==> config.mk <==
export PLATFORM = sky130hd
export DESIGN_NAME = if_stage
export DESIGN_NICKNAME = d
export VERILOG_FILES = /design/src/rtl/if_stage.sv
export SDC_FILE = /design/constraint.sdc
export NUM_CORES = 1
export LEC_CHECK = 0
export BUFFER_PORTS_ARGS = -buffer_cell sky130_fd_sc_hd__buf_2
export CORE_MARGIN = 10
export CORE_UTILIZATION = 51
export CTS_CLUSTER_SIZE = 40
export DETAILED_ROUTE_END_ITERATION = 7
export GPL_ROUTABILITY_DRIVEN = 1
export GPL_TIMING_DRIVEN = 0
export PLACE_DENSITY = 0.89
export SYNTH_ARGS = -nofsm -noshare
export SYNTH_HDL_FRONTEND = slang
export SYNTH_SLANG_ARGS = --single-unit
==> constraint.sdc <==
create_clock -name clk -period 2.86 [get_ports clk]
set_input_delay 0.143 -clock clk [delete_from_list [all_inputs] [get_ports clk]]
set_output_delay 0.143 -clock clk [all_outputs]
set_load 0.05 [all_outputs]
==> src/rtl/if_stage.sv <==
// Instruction-fetch stage: owns the PC register, the IF/ID pipeline register
// and saturating counters of decode stall and flush events.
module if_stage (
  input  logic        clk,
  input  logic        reset,
  input  logic        StallF,
  input  logic        StallD,
  input  logic        FlushD,
  input  logic        PCSrcE,
  input  logic [31:0] PCTargetE,
  input  logic [31:0] InstrF,
  output logic [31:0] PCF,
  output logic [31:0] InstrD,
  output logic [31:0] PCD,
  output logic [31:0] PCPlus4D,
  output logic        ValidD,
  output logic [15:0] StallCnt,
  output logic [15:0] FlushCnt
);

  localparam logic [31:0] NopInstr = 32'h0000_0013;

  logic [31:0] pc_plus4;
  logic [31:0] pc_next;

  assign pc_plus4 = PCF + 32'd4;
  assign pc_next  = PCSrcE ? PCTargetE : pc_plus4;

  // A redirect from Execute belongs to an older instruction, so it overrides a fetch stall.
  always_ff @(posedge clk) begin
    if (reset) begin
      PCF <= 32'h0000_0000;
    end else if (PCSrcE || !StallF) begin
      PCF <= pc_next;
    end
  end

  always_ff @(posedge clk) begin
    if (reset) begin
      InstrD   <= NopInstr;
      PCD      <= 32'h0000_0000;
      PCPlus4D <= 32'h0000_0000;
      ValidD   <= 1'b0;
    end else if (FlushD) begin
      InstrD   <= NopInstr;
      PCD      <= 32'h0000_0000;
      PCPlus4D <= 32'h0000_0000;
      ValidD   <= 1'b0;
    end else if (!StallD) begin
      InstrD   <= InstrF;
      PCD      <= PCF;
      PCPlus4D <= pc_plus4;
      ValidD   <= 1'b1;
    end
  end

  // A flush masks a simultaneous stall, so only flush is counted in that case.
  always_ff @(posedge clk) begin
    if (reset) begin
      StallCnt <= 16'h0000;
      FlushCnt <= 16'h0000;
    end else begin
      if (FlushD) begin
        if (FlushCnt != 16'hFFFF) FlushCnt <= FlushCnt + 16'd1;
      end else if (StallD) begin
        if (StallCnt != 16'hFFFF) StallCnt <= StallCnt + 16'd1;
      end
    end
  end

endmodule

**Yosys cells after proc, flatten, opt, wreduce, memory -nomap -nowiden**

Cells that the tools add are included.

- Flip-flop bits (word level): 161
- Word-level logic and storage cells: 19
- Bits of input ports: 70
- Output and inout bits: 161

- Mux-type cells: 1
- Bitwise operators: 1
- Reductions and logical operators: 5
- Equal/unequal tests: 2
- Add/sub/neg operators: 3

Operators with widths:

| kind | number |
|---|---|
| adder 16 x 1 -> 16 bit, second input constant | 2 |
| adder 32 x 3 -> 32 bit, second input constant | 1 |
| two-way mux 32 bit | 1 |
| inequality test 16 bit, second input constant | 2 |
| AND reduction 3 bit | 1 |
| AND reduction 2 bit | 1 |
| OR reduction 2 bit | 1 |
| zero test 1 bit | 1 |
| logical OR 1 bit | 1 |
| inverter 1 bit | 1 |

**Logic depth before layout (Yosys ltp)**

- Word-level depth: 2
- Gate-level depth with buffers: 7

**Worst setup path before layout**

OpenSTA, ideal clock, no wires.

- Path kind: register to register
- Start point: register PCF[2]
- End point: register PCPlus4D[30]
- Path buffers: 1
- Cell stages (with the launch flop): 8
- Slack: 0.442 ns
- Period minus slack after synthesis: 2.418 ns
- Data arrival time: 2.285 ns
- Path through: dfxtp_1 ha_1 nand4_1 or2_2 clkbuf_2 nor4_1 xnor2_1 a21oi_1

- Word-level cells in the longest chain between the ends: 1

Ends and longest elaborated chain:

| what | line | text |
|---|---|---|
| from (decl) | 12 | `output logic [31:0] PCF,` |
| from (signal assigned) | 34 | `PCF <= pc_next;` |
| adder 32 x 3 -> 32 bit | 26 | `assign pc_plus4 = PCF + 32'd4;` |
| to (signal assigned) | 52 | `PCPlus4D <= pc_plus4;` |
| to (decl) | 15 | `output logic [31:0] PCPlus4D,` |

No other way between the ends.
A chain may end at the register's enable or synchronous reset.

**Worst setup path after layout**

- Start point: register PCF[2]
- End point: register PCF[30]

- Word-level cells in the longest chain between the ends: 2

Ends and longest elaborated chain:

| what | line | text |
|---|---|---|
| adder 32 x 3 -> 32 bit | 26 |  |
| two-way mux 32 bit | 27 | `assign pc_next = PCSrcE ? PCTargetE : pc_plus4;` |

No other way between the ends.

==> flow_summary.ini <==
[outcome]
status = complete, no violations

[setup_path]
crit_fanout = 8
cp.arrival_ps = 2810
end_kind = flop
startpoint_type = flop
required_ps = 3140
critPathKind = flop to flop

[global_routing]
grt_first_pass_wirelength_um = 36220
gr-max-usage-layer = met2
grt_usage = 0.2434
grt_pass1_vias = 6899
met1_usage = 0.2833
use_met2 = 0.4021
globalRouteMet3Util = 0.07247
antenna_found_initial = 0
gr-total-overflow = 0
grt_max_degree = 17

[cts]
cts_tree = yes
clock_latency_ps = 420
numClockSinks = 159
path_clk_slew_ps = 60
cts_setup_buffers = 0
h-tree-depth = 4
cts_root_buffer = clkbuf_16
tritoncts.num_buffers = 17
cts_buffer_depth = 2

[die]
die_w_um = 137.5
num_io_pins = 231
start_util = 0.5259
num_rows = 42
die_h_um = 137.5
core-area_um2 = 13400
die-area_um2 = 18920

[detailed_routing]
routed_wl_um = 23960
wire_per_inst_um = 18.62
vias_per_cell = 5.499
drtIter0Drc = 496
drc = 0
drtAntennaViolNets = 0
drt_first_pass_iters = 5
num_vias = 7077

[final_layout]
final_common_cell = buf_2
area_growth_pct = 35.55
multi_input_area_um2 = 3558
fillers = 1066
final_cell_mix = buf_2 (237), dfxtp_1 (159), nor2_1 (144), mux2i_1 (74), dlygate4sd3_1 (56)
drive_above_1_share = 0.2523
nNetsFinal = 1172
layoutNonFillerInstCount = 1287
seq_area_um2 = 3183

[power]
p_int_mw = 3.933
switching_share = 0.2732
pwr-share-seq = 0.435
p_sw_mw = 1.478
total_power_mw = 5.411
ir_drop_uv = 390.8
leakagePower_nw = 4.286
p_comb_frac = 0.151
power_density_nw_per_um2 = 566.5
pwr-share-clk = 0.414

[sta]
finalMaxSlewViolations = 0
post-route-period-util = 0.8866
min_period_ps = 2536
max_slew_margin = 0.1691
setup_viol = 0
fin_setup_tns_ps = 0
rsz0062_at_grt = no
finClkSkew_ps = 8.647
worst_pin_slew_ps = 1235
finalHoldViolCount = 0
fmax_mhz = 394.4

[yosys]
syn_nets = 867
ys_ff_latch = 159
synth_async_sr_flop_share = 0
synth_top_family_by_area = simple AND/OR/NAND/NOR gates
synth_xor_area_frac = 0.09073
ys.warnings.count = 0
yosys.area_share.adder = 0.005327
syn_inst = 794
syn_area_per_cell_um2 = 8.875
synthMuxAreaShare = 0.1051
synthSimpleGateAreaFrac = 0.2143
synth_ff_type = dfxtp_1
ys_seq_area_frac = 0.4517
syn-cell-area_um2 = 7047
synth-edff-count = 0
yosysUniqueCellTypes = 48
synth_compound_area_frac = 0.08949

[run]
cap_violations = 0

[place]
place_hpwl_um = 17030
dp_cells = 1200
io_buffer_count = 230
place.gp.congestion = 0.9249

[hold_path]
hp-class = input pin to flop
synthesized netlist by cell type (8+ instances only):
cell type | count | area share
nor2_1 | 144 | 0.077
nand3_1 | 29 | 0.021
xnor2_1 | 37 | 0.046
nor4_1 | 14 | 0.012
mux2i_1 | 74 | 0.11
xor2_1 | 36 | 0.045
nor3_1 | 12 | 0.0085
a21oi_1 | 38 | 0.027
clkbuf_1 | 50 | 0.027
and4_1 | 8 | 0.0099
a211oi_1 | 18 | 0.019
dfxtp_1 | 159 | 0.45
o21ai_0 | 25 | 0.018
nand4_1 | 20 | 0.018
nand2_1 | 41 | 0.022
sequential cells by signal, indices dropped and copies added (netlist names):
name and count:
FlushCnt 16, PCPlus4D 30, StallCnt 16, InstrD 32, PCF 32, PCD 32, ValidD 1
area by class of cell:
class | instances | area share
Tap cell | 176 | 0.02305
Clock inverter | 7 | 0.01179
Sequential cell | 159 | 0.3332
Multi-Input combinational cell | 561 | 0.3725
Buffer | 66 | 0.02882
Clock buffer | 23 | 0.04794
Timing Repair Buffer | 286 | 0.1792
Antenna cell | 1 | 0.0002620
Inverter | 8 | 0.003144
routing by layer:
layer,up-vias,routed length (um)
li1,3364,-
met1,3330,9221
met2,333,11580
met3,50,2328
met4,0,829
met5,-,0
power groups by stage:
| stage | combinational, mW | clock [mW] | sequential (mW) |
|---|---|---|---|
| floorplan | 0.276 | 0 | 2.64 |
| global placement | 0.736 | 0 | 2.39 |
| global route | 0.864 | 2.35 | 2.36 |
| CTS | 0.808 | 2.26 | 2.35 |
| detailed placement | 0.743 | 0 | 2.40 |
| finish | 0.816 | 2.24 | 2.35 |
worst max-delay path: stages (launching register included):
cell	delay (ps)
dfxtp_1	510
ha_1	380
nand4_1	230
or2_2	320
clkbuf_2	200
nor4_1	450
xnor2_1	200
o22ai_1	90
through the flow:
step / instance area, um2 / hold slack, ps / utilization / setup slack (ps)
2_1_floorplan: 7047 / 268.1 / - / 442.2
4_1_cts: 9549 / 0.6616 / 0.7126 / 365.0
5_1_grt: 9549 / 9.445 / 0.7126 / 198.8
6_report: 9552 / 12.74 / 0.7128 / 324.3
3_5_place_dp: 8418 / 363.5 / 0.6282 / 384.9
3_3_place_gp: 8418 / 359.2 / 0.6282 / 400.1
cell families (layout without fill, tap and decap cells):
family,Yosys count,after routing
buf+inv,74,390
other cells,0,1
fa+ha+maj,3,3
flops,159,159
xor+xnor,73,73
simple gates,307,307
mux,74,74
compound gates,104,104
worst paths after layout:
path	from	endpoint	slack, ps	depth (start not counted)
max	PCF[2]	PCF[30]	320	7
min	PCTargetE[26]	PCF[26]	10	3
max reg2reg	PCF[2]	PCF[30]	320	7
min reg2reg	PCPlus4D[8]	PCPlus4D[8]	460	2
repair_timing:
action / in CTS / in global routing
setup endpoints to repair: 0 / 0
resized for setup: 0 / 0
hold endpoints to repair: 56 / 0
hold buffers: 56 / 0
No activity file was read; power rests on OpenSTA's default activity.
